**src/rtl/muldiv_unit.sv**
```systemverilog
// Iterative RV32M multiply/divide unit: shift-add multiply, restoring divide, one bit per cycle.
// Optional MULDIV_FASTPATH_EN: divide-by-zero, signed overflow and zero-multiplicand ops skip BUSY.
module muldiv_unit #(
    parameter int DATA_WIDTH = 32,
    parameter int ADDR_WIDTH = 5
) (
    input  logic                  clk,
    input  logic                  rst,
    input  logic                  start_i,
    input  logic [2:0]            funct3_i,
    input  logic [ADDR_WIDTH-1:0] rd_addr_i,
    input  logic [DATA_WIDTH-1:0] operand_a_i,
    input  logic [DATA_WIDTH-1:0] operand_b_i,
    output logic                  stall_o,
    output logic                  busy_o,
    output logic                  done_o,
    output logic [DATA_WIDTH-1:0] result_o,
    output logic                  RegWrite_o,
    output logic [ADDR_WIDTH-1:0] write_addr_o
);

    typedef enum logic [1:0] {S_IDLE, S_BUSY, S_DONE} state_t;

    localparam logic [5:0]            LAST  = 6'(DATA_WIDTH - 1);
    localparam logic [DATA_WIDTH-1:0] W_MIN = {1'b1, {(DATA_WIDTH-1){1'b0}}};

    state_t                  r_state, w_next;
    logic [2:0]              r_funct3;
    logic [ADDR_WIDTH-1:0]   r_rd;
    logic [DATA_WIDTH-1:0]   r_opnd;   // multiplicand (mul) or divisor (div) magnitude
    logic [DATA_WIDTH-1:0]   r_acc;    // product high half / partial remainder
    logic [DATA_WIDTH-1:0]   r_lo;     // multiplier bits -> product low half / dividend -> quotient
    logic                    r_a_neg, r_b_neg, r_div0;
    logic [5:0]              r_cnt;

    logic                    w_a_signed, w_b_signed, w_a_neg, w_b_neg, w_div0, w_skip;
    logic [DATA_WIDTH-1:0]   w_a_mag, w_b_mag, w_lo_norm, w_opnd, w_lo_init, w_acc_init;
    logic [DATA_WIDTH:0]     w_sum, w_shift, w_diff;
    logic                    w_ge, w_neg_res;
    logic [2*DATA_WIDTH-1:0] w_prod, w_prod_s;
    logic [DATA_WIDTH-1:0]   w_quot, w_rem, w_result;

    // Signedness: MULH/DIV/REM treat both operands as signed, MULHSU only rs1.
    assign w_a_signed = (funct3_i == 3'b001) | (funct3_i == 3'b010) |
                        (funct3_i == 3'b100) | (funct3_i == 3'b110);
    assign w_b_signed = (funct3_i == 3'b001) | (funct3_i == 3'b100) | (funct3_i == 3'b110);
    assign w_a_neg    = w_a_signed & operand_a_i[DATA_WIDTH-1];
    assign w_b_neg    = w_b_signed & operand_b_i[DATA_WIDTH-1];
    assign w_a_mag    = w_a_neg ? -operand_a_i : operand_a_i;
    assign w_b_mag    = w_b_neg ? -operand_b_i : operand_b_i;
    assign w_div0     = funct3_i[2] & (operand_b_i == '0);
    assign w_lo_norm  = funct3_i[2] ? w_a_mag : w_b_mag;
    assign w_opnd     = funct3_i[2] ? w_b_mag : w_a_mag;

`ifdef MULDIV_FASTPATH_EN
    logic w_ovf, w_mul0;
    assign w_ovf      = funct3_i[2] & ~funct3_i[0] & (operand_a_i == W_MIN) & (operand_b_i == '1);
    assign w_mul0     = ~funct3_i[2] & ((operand_a_i == '0) | (operand_b_i == '0));
    assign w_skip     = w_div0 | w_ovf | w_mul0;
    // Preload the final quotient/remainder or product so DONE can follow acceptance directly.
    assign w_lo_init  = w_div0 ? '1 : (w_mul0 ? '0 : w_lo_norm);
    assign w_acc_init = w_div0 ? w_a_mag : '0;
`else
    assign w_skip     = 1'b0;
    assign w_lo_init  = w_lo_norm;
    assign w_acc_init = '0;
`endif

    assign w_sum   = {1'b0, r_acc} + {1'b0, (r_lo[0] ? r_opnd : '0)};
    assign w_shift = {r_acc, r_lo[DATA_WIDTH-1]};
    assign w_diff  = w_shift - {1'b0, r_opnd};
    assign w_ge    = ~w_diff[DATA_WIDTH];

    always_ff @(posedge clk or posedge rst) begin
        if (rst) begin
            r_state  <= S_IDLE;
            r_funct3 <= '0;
            r_rd     <= '0;
            r_opnd   <= '0;
            r_acc    <= '0;
            r_lo     <= '0;
            r_a_neg  <= 1'b0;
            r_b_neg  <= 1'b0;
            r_div0   <= 1'b0;
            r_cnt    <= '0;
        end else begin
            r_state <= w_next;
            if (r_state == S_IDLE && start_i) begin
                r_funct3 <= funct3_i;
                r_rd     <= rd_addr_i;
                r_opnd   <= w_opnd;
                r_acc    <= w_acc_init;
                r_lo     <= w_lo_init;
                r_a_neg  <= w_a_neg;
                r_b_neg  <= w_b_neg;
                r_div0   <= w_div0;
                r_cnt    <= '0;
            end else if (r_state == S_BUSY) begin
                r_cnt <= r_cnt + 6'd1;
                if (r_funct3[2]) begin
                    r_acc <= w_ge ? w_diff[DATA_WIDTH-1:0] : w_shift[DATA_WIDTH-1:0];
                    r_lo  <= {r_lo[DATA_WIDTH-2:0], w_ge};
                end else begin
                    r_acc <= w_sum[DATA_WIDTH:1];
                    r_lo  <= {w_sum[0], r_lo[DATA_WIDTH-1:1]};
                end
            end
        end
    end

    always_comb begin
        w_next  = r_state;
        stall_o = 1'b0;
        busy_o  = 1'b0;
        done_o  = 1'b0;
        case (r_state)
            S_IDLE: begin
                stall_o = start_i;
                if (start_i) w_next = w_skip ? S_DONE : S_BUSY;
            end
            S_BUSY: begin
                stall_o = 1'b1;
                busy_o  = 1'b1;
                if (r_cnt == LAST) w_next = S_DONE;
            end
            S_DONE: begin
                done_o = 1'b1;
                w_next = S_IDLE;
            end
            default: w_next = S_IDLE;
        endcase
    end

    // Divide-by-zero keeps the all-ones quotient regardless of operand signs.
    assign w_neg_res = r_a_neg ^ r_b_neg;
    assign w_prod    = {r_acc, r_lo};
    assign w_prod_s  = w_neg_res ? -w_prod : w_prod;
    assign w_quot    = (w_neg_res & ~r_div0) ? -r_lo : r_lo;
    assign w_rem     = r_a_neg ? -r_acc : r_acc;

    always_comb begin
        w_result = '0;
        case (r_funct3)
            3'b000:                 w_result = w_prod_s[DATA_WIDTH-1:0];
            3'b001, 3'b010, 3'b011: w_result = w_prod_s[2*DATA_WIDTH-1:DATA_WIDTH];
            3'b100, 3'b101:         w_result = w_quot;
            default:                w_result = w_rem;
        endcase
    end

    assign result_o     = (r_state == S_DONE) ? w_result : '0;
    assign write_addr_o = (r_state == S_DONE) ? r_rd : '0;
    assign RegWrite_o   = done_o & (r_rd != '0);

endmodule

```
**config.mk**
```make
export PLATFORM = sky130hd
export DESIGN_NAME = muldiv_unit
export DESIGN_NICKNAME = d
export VERILOG_FILES = /design/src/rtl/muldiv_unit.sv
export SDC_FILE = /design/constraint.sdc
export NUM_CORES = 1
export LEC_CHECK = 0
export CORE_MARGIN = 5
export CORE_UTILIZATION = 56
export CTS_BUF_LIST = sky130_fd_sc_hd__clkbuf_8
export DETAILED_ROUTE_END_ITERATION = 8
export PLACE_DENSITY_LB_ADDON = 0.1
export SYNTH_ARGS = -nofsm -noshare
export SYNTH_HDL_FRONTEND = slang
export SYNTH_SLANG_ARGS = --single-unit
export TNS_END_PERCENT = 10
```
**constraint.sdc**
```tcl
create_clock -name clk -period 3.8 [get_ports clk]
set_input_delay 0.95 -clock clk [delete_from_list [all_inputs] [get_ports clk]]
set_output_delay 0.95 -clock clk [all_outputs]
set_load 0.05 [all_outputs]
```
== Word-level counts from Yosys, hierarchy flattened ==
Cells that the tools add are included.
W data, S select, Z words.

* RAM bits: 0
* Memories kept: 0
* Bits in latches: 0
* Output and inout bits: 41
* Bits of input ports: 75
* Memory bits (read-only): 0
* Bits in registers: 115

* Shift operators: 0
* Bitwise logic cells: 13
* $mul: 0
* Equality and inequality tests: 14
* Div/mod/pow operators: 0
* Add/subtract/negate cells: 8
* $lt $le $gt $ge: 0
* Reduce and logical (&&, ||, !) cells: 9
* Multiplexer cells: 26

{| class="wikitable"
|+ Operator list
! kind !! number
|-
| $mux W32 || 15
|-
| $neg A32 Y32 || 4
|-
| $pmux W32 S3 || 1
|-
| $mux W64 || 1
|-
| $neg A64 Y64 || 1
|-
| $add A32 B32 Y33 || 1
|-
| $sub A33 B32 Y33 || 1
|-
| $logic_not A32 Y1 || 1
|-
| $eq A3 B3 Y1 const B || 4
|-
| $mux W6 || 2
|-
| $eq A3 B2 Y1 const B || 3
|-
| $add A6 B1 Y6 const B || 1
|-
| $eq A3 B1 Y1 const B || 2
|-
| $eq A6 B5 Y1 const B || 1
|-
| $and A1 B1 Y1 || 5
|-
| $mux W5 || 1
|-
| $or A1 B1 Y1 || 5
|-
| $reduce_bool A5 Y1 || 1
|-
| $mux W2 || 2
|-
| $pmux W2 S2 || 1
|-
| $logic_not A3 Y1 || 1
|-
| $reduce_or A3 Y1 || 1
|-
| $eq A2 B1 Y1 const B || 1
|-
| $eq A2 B2 Y1 const B || 1
|-
| other kinds (11) || 13
|}

== Logic depth before layout (Yosys ltp) ==
* Depth in word-level cells: 8
* Gate-level depth with buffers: 15
* Depth with buffers taken out: 13

== Worst setup path before layout ==
Ideal clock, no wire load.

* Path type: register -> output
* Start: register r_lo[0]
* End: output port result_o[14]
* Setup slack: -1,905 ps
* Buffers on the path: 2
* Data arrival time: 4,755 ps
* Stages on the path, launching flop included: 13
* Data required time: 2,850 ps
* Path through: dfrtp_1 -> clkbuf_1 -> inv_1 -> clkbuf_1 -> ha_1 -> nor2b_1 -> and3_1 -> nand4b_1 -> nor2_1 -> a31oi_1 -> xor2_1 -> nor2_1 -> a2111oi_0

* Longest elaborated chain between the ends: 4

{| class="wikitable"
|+ Ends and longest elaborated chain
! element !! RTL line !! source
|-
| start, declared || 32 || <nowiki>logic [DATA_WIDTH-1:0] r_lo;</nowiki>
|-
| start signal, assigned || 93 || <nowiki>r_lo <= w_lo_init;</nowiki>
|-
| start signal, assigned || 102 || <nowiki>r_lo <= {r_lo[DATA_WIDTH-2:0], w_ge};</nowiki>
|-
| start signal, assigned || 105 || <nowiki>r_lo <= {w_sum[0], r_lo[DATA_WIDTH-1:1]};</nowiki>
|-
| $neg A64 Y64 / $neg A32 Y32 (equally long branches) || 137, 138 ||
|-
| $mux W64 / $mux W32 (equally long branches) || 137, 138 ||
|-
| $pmux W32 S3 (*) || 143 || <nowiki>case (r_funct3)</nowiki>
|-
| $mux W32 (*) || 151 || <nowiki>assign result_o = (r_state == S_DONE) ? w_result : '0;</nowiki>
|-
| end, declared || 17 || <nowiki>output logic [DATA_WIDTH-1:0] result_o,</nowiki>
|}

Mark *: on every way between the ends. The rest lies on a longest branch, timed or not.

== Worst setup path in the final report ==
* Start: register r_acc[1]
* End: output port result_o[27]

* Longest elaborated chain between the ends: 4

{| class="wikitable"
|+ Ends and longest elaborated chain
! element !! RTL line !! source
|-
| start, declared || 31 || <nowiki>logic [DATA_WIDTH-1:0] r_acc;</nowiki>
|-
| start signal, assigned || 92 || <nowiki>r_acc <= w_acc_init;</nowiki>
|-
| start signal, assigned || 101 || <nowiki>r_acc <= w_ge ? w_diff[DATA_WIDTH-1:0] : w_shift[DATA_WIDTH-1:0];</nowiki>
|-
| start signal, assigned || 104 || <nowiki>r_acc <= w_sum[DATA_WIDTH:1];</nowiki>
|-
| $neg A64 Y64 / $neg A32 Y32 (equally long branches) || 137, 139 ||
|-
| $mux W64 / $mux W32 (equally long branches) || 137, 139 ||
|-
| $pmux W32 S3 (*) || 143 ||
|-
| $mux W32 (*) || 151 ||
|}

Marked as above.

==> flow_summary.yaml <==
floorplanning:
  initial_core_util: 0.5672
  core_um2: 25110
  fp.dieH_um: 169.5
  dieArea_um2: 28720
  ios: 116
  row_count: 58
  fp.dieW_um: 169.5
logic_synthesis:
  synth_area_leader_cell: "dfrtp_1"
  ys.warnings.count: 0
  yosys_most_used_dff: "dfrtp_1"
  synth_top_family_by_area: "compound AO/OA/AOI/OAI gates"
  yosysTopAreaCellShare: 0.2021
  synthesis.area_um2: 14240
  synthCells: 1979
  synth-simple-area-share: 0.2198
  synthMuxAreaShare: 0.04085
  synth_edf_count: 0
  synthDistinctLibCells: 81
  syn_avg_cell_area_um2: 7.196
  synth_adder_area_share: 0.06343
  synth.area.top_cells: "dfrtp_1, o21ai_0, xnor2_1"
  yosys.area_share.xor_xnor: 0.1353
  async_reset_ff_frac: 1.000
  synth_nets: 2125
  yosysSeqAreaShare: 0.2021
  yosys_register_bits: 115
  synth_compound_area_frac: 0.2796
sta:
  rsz0062_at_grt: "yes"
  layout_min_cycle_time_ns: 4.274
  tns_ns: -7.296
  period_share: 1.125
  setup_slack_ns: -0.4742
  report.final.slew_viol_count: 0
  finalSetupViolCount: 28
  hold_viol: 0
  max_slew_margin: 0.4493
  worst_slew_pin_slew_ns: 0.8260
  clock-skew-final_ns: 0.02526
  max_freq_ghz: 0.2340
worst_setup_path:
  crit_family: "simple AND/OR/NAND/NOR gates"
  crit_slowest_cell: "or4_4"
  reg2reg_depth: 14
  critPathArrivalTime_ns: 3.32
  timing.critical_path.cells: "buf_6 -> nor3_4 -> nand3_2 -> or4_4 -> buf_4 -> or2_2 -> o31ai_2 -> xnor2_1 -> o21ai_0 -> a31oi_1 -> buf_12"
  timing.rr.start: "r_lo[0]"
  crit_required_ns: 2.85
  cp_max_fo: 8
  path_buf_inv: 3
  crit_path_end_kind: "primary output"
  start_kind: "flip-flop"
  cp_slowest_stage_delay_ns: 0.50
  crit_cells: 11
  crit_type: "flip-flop to primary output"
  reg2reg_to: "r_acc[28]"
  r2r_setup_slack_ns: 0.17
min_path:
  holdCritStartpoint: "r_opnd[17]"
  whs_path_depth: 2
  holdCritPathClass: "flip-flop to flip-flop"
  hold_end: "r_opnd[17]"
power_and_ir_drop:
  powerDensity_nw_per_um2: 865.4
  power.switching_mw: 8.352
  pwr-share-clk: 0.077
  power_frac_seq: 0.145
  comb_power_share: 0.777
  leakage_nw: 7.543
  p_int_mw: 7.163
  irDropWorstVdd_uv: 707.4
  total_power_mw: 15.52
  switching_share: 0.5383
clock_tree:
  numCtsBuffers: 17
  cts_sinks: 115
  cts_max_level: 4
  cts-root-buf: "clkbuf_8"
  cts.clk_slew.worst_paths_ns: 0.08
  cts_tree: "done"
  clockBufferDepth: 2
  clkLatencyLatePin_ns: 0.46
detailed_routing:
  ant_nets: 0
  first_iter_violations: 1858
  via_per_inst: 6.435
  wl_um: 54540
  drc: 0
  firstDrtPassIters: 5
  wl_per_cell_um: 21.84
  num_vias: 16070
outcome:
  outcome: "finished, violations left"
  violations: "negative setup slack"
placement:
  dp_hpwl_um: 42370
  dp.cells: 2457
  globalplace.congestion: 1.031
  port_buffers: 115
  pre_cts_ws_ns: -0.03973
finish:
  n_fill_cell: 2140
  syn_to_final_growth_pct: 25.89
  drive_gt1_frac: 0.1727
  final_cells: 2497
  nets: 2299
  multi_input_area_um2: 11070
  regArea_um2: 2879
global_route:
  first_global_vias: 14990
  grtUsageTotal: 0.3708
  grt_max_degree: 97
  antenna_found_initial: 0
  gr-total-overflow: 0
  grt_first_pass_wirelength_um: 84180
flow_run:
  cap_violations: 0
Yosys cell counts (4+ instances only):
cell type,count
nor3_1,50
or2_2,9
nand3_1,18
a211oi_1,24
nand2_1,213
o211ai_1,49
o21a_1,14
xor2_1,107
nor2b_1,14
a221oi_1,8
and3_1,17
nand2b_1,27
mux2i_1,57
inv_1,65
buf_1,15
o21ai_1,7
a31oi_1,14
o31a_1,4
and2_1,14
dfrtp_1,115
a22oi_1,18
ha_1,69
clkbuf_1,122
a41oi_1,4
nand4_1,11
xnor2_1,113
o31ai_1,18
o21ai_0,200
nor4_1,18
buf_2,8
o221ai_1,17
a21boi_0,5
a21o_1,33
a21oi_1,170
or3_1,22
o41ai_1,6
or4_1,10
o21bai_1,9
nor2_1,209
sequential cells by signal, summed over array words and instances (netlist names):
name      cells
r_lo         32
r_opnd       32
r_rd          5
r_acc        32
r_state       2
r_div0        1
r_b_neg       1
r_cnt         6
r_a_neg       1
r_funct3      3
worst max path at each step:
| stage | from | endpoint |
|---|---|---|
| after global placement | r_acc[0] | result_o[29] |
| after CTS | r_acc[0] | result_o[15] |
| final | r_acc[1] | result_o[27] |
| after floorplan | r_lo[9] | result_o[23] |
| after global routing | r_acc[1] | result_o[27] |
| after detailed placement | r_acc[0] | result_o[29] |
repair_timing:
item                       CTS  global route
hold buffers                 0             0
resized for setup           62            17
pin swaps                   32            10
buffers inserted             4             3
setup endpoints to repair   32            36
placed cells by master (no fill, tap or decap), types with 14 or more instances in the layout:
| cell | n |
|---|---|
| nand3_1 | 17 |
| a21oi_1 | 161 |
| xor2_1 | 106 |
| clkdlybuf4s50_1 | 80 |
| clkbuf_8 | 18 |
| buf_4 | 183 |
| a22oi_1 | 17 |
| o211ai_1 | 49 |
| dfrtp_1 | 114 |
| a21o_1 | 33 |
| nor3_1 | 42 |
| o221ai_1 | 17 |
| inv_1 | 63 |
| o21ai_0 | 188 |
| xnor2_1 | 112 |
| or3_1 | 17 |
| o21ai_1 | 15 |
| o31ai_1 | 16 |
| and2_1 | 14 |
| nand2b_1 | 26 |
| nor2_1 | 204 |
| mux2i_1 | 57 |
| nor2b_1 | 14 |
| buf_12 | 33 |
| o21a_1 | 14 |
| ha_1 | 68 |
| nand2_1 | 210 |
worst min-delay path, stage by stage, from the launching register on:
cell and delay, ns:
dfrtp_1 0.35, nand2_1 0.05, o21ai_0 0.06
cell families after synthesis:
group	count (synthesis)
simple gates	660
compound gates	641
xor+xnor	220
buf+inv	214
flops	115
fa+ha+maj	71
mux	58
per-layer routing:
metal	track usage	vias to the layer above	wire, µm
li1	-	7406	-
met1	0.5138	7558	22510
met2	0.5719	962	23890
met3	0.06848	141	5507
met4	0.1530	0	2643
met5	0	-	0
metrics by stage:
| step | hold WS (ns) | instance area, µm² | util |
|---|---|---|---|
| 3_5_place_dp | 0.4747 | 17180 | 0.6841 |
| 6_report | 0.4893 | 17930 | 0.7140 |
| 5_1_grt | 0.5162 | 17930 | 0.7139 |
| 4_1_cts | 0.4920 | 17840 | 0.7104 |
| 3_3_place_gp | 0.4633 | 17180 | 0.6841 |
| 2_1_floorplan | 0.4498 | 14500 | - |
final cells by class:
class	count	share of cell area
antenna	1	0.0001396
clock buffer	18	0.01382
clock inverter	14	0.008444
inverter	65	0.01375
multi-input combinational	1650	0.6174
sequential	115	0.1606
tap	330	0.02303
timing repair buffer	304	0.1628
power by group through the flow:
stage | registers (mW) | clock network [mW] | logic [mW]
floorplan | 2.13 | 0 | 7.79
global placement | 2.22 | 0 | 11.2
detailed placement | 2.24 | 0 | 11.4
CTS | 2.23 | 1.21 | 11.6
global route | 2.31 | 1.25 | 12.9
finish | 2.26 | 1.20 | 12.1
Note: power is estimated with default switching activity, not from simulation.
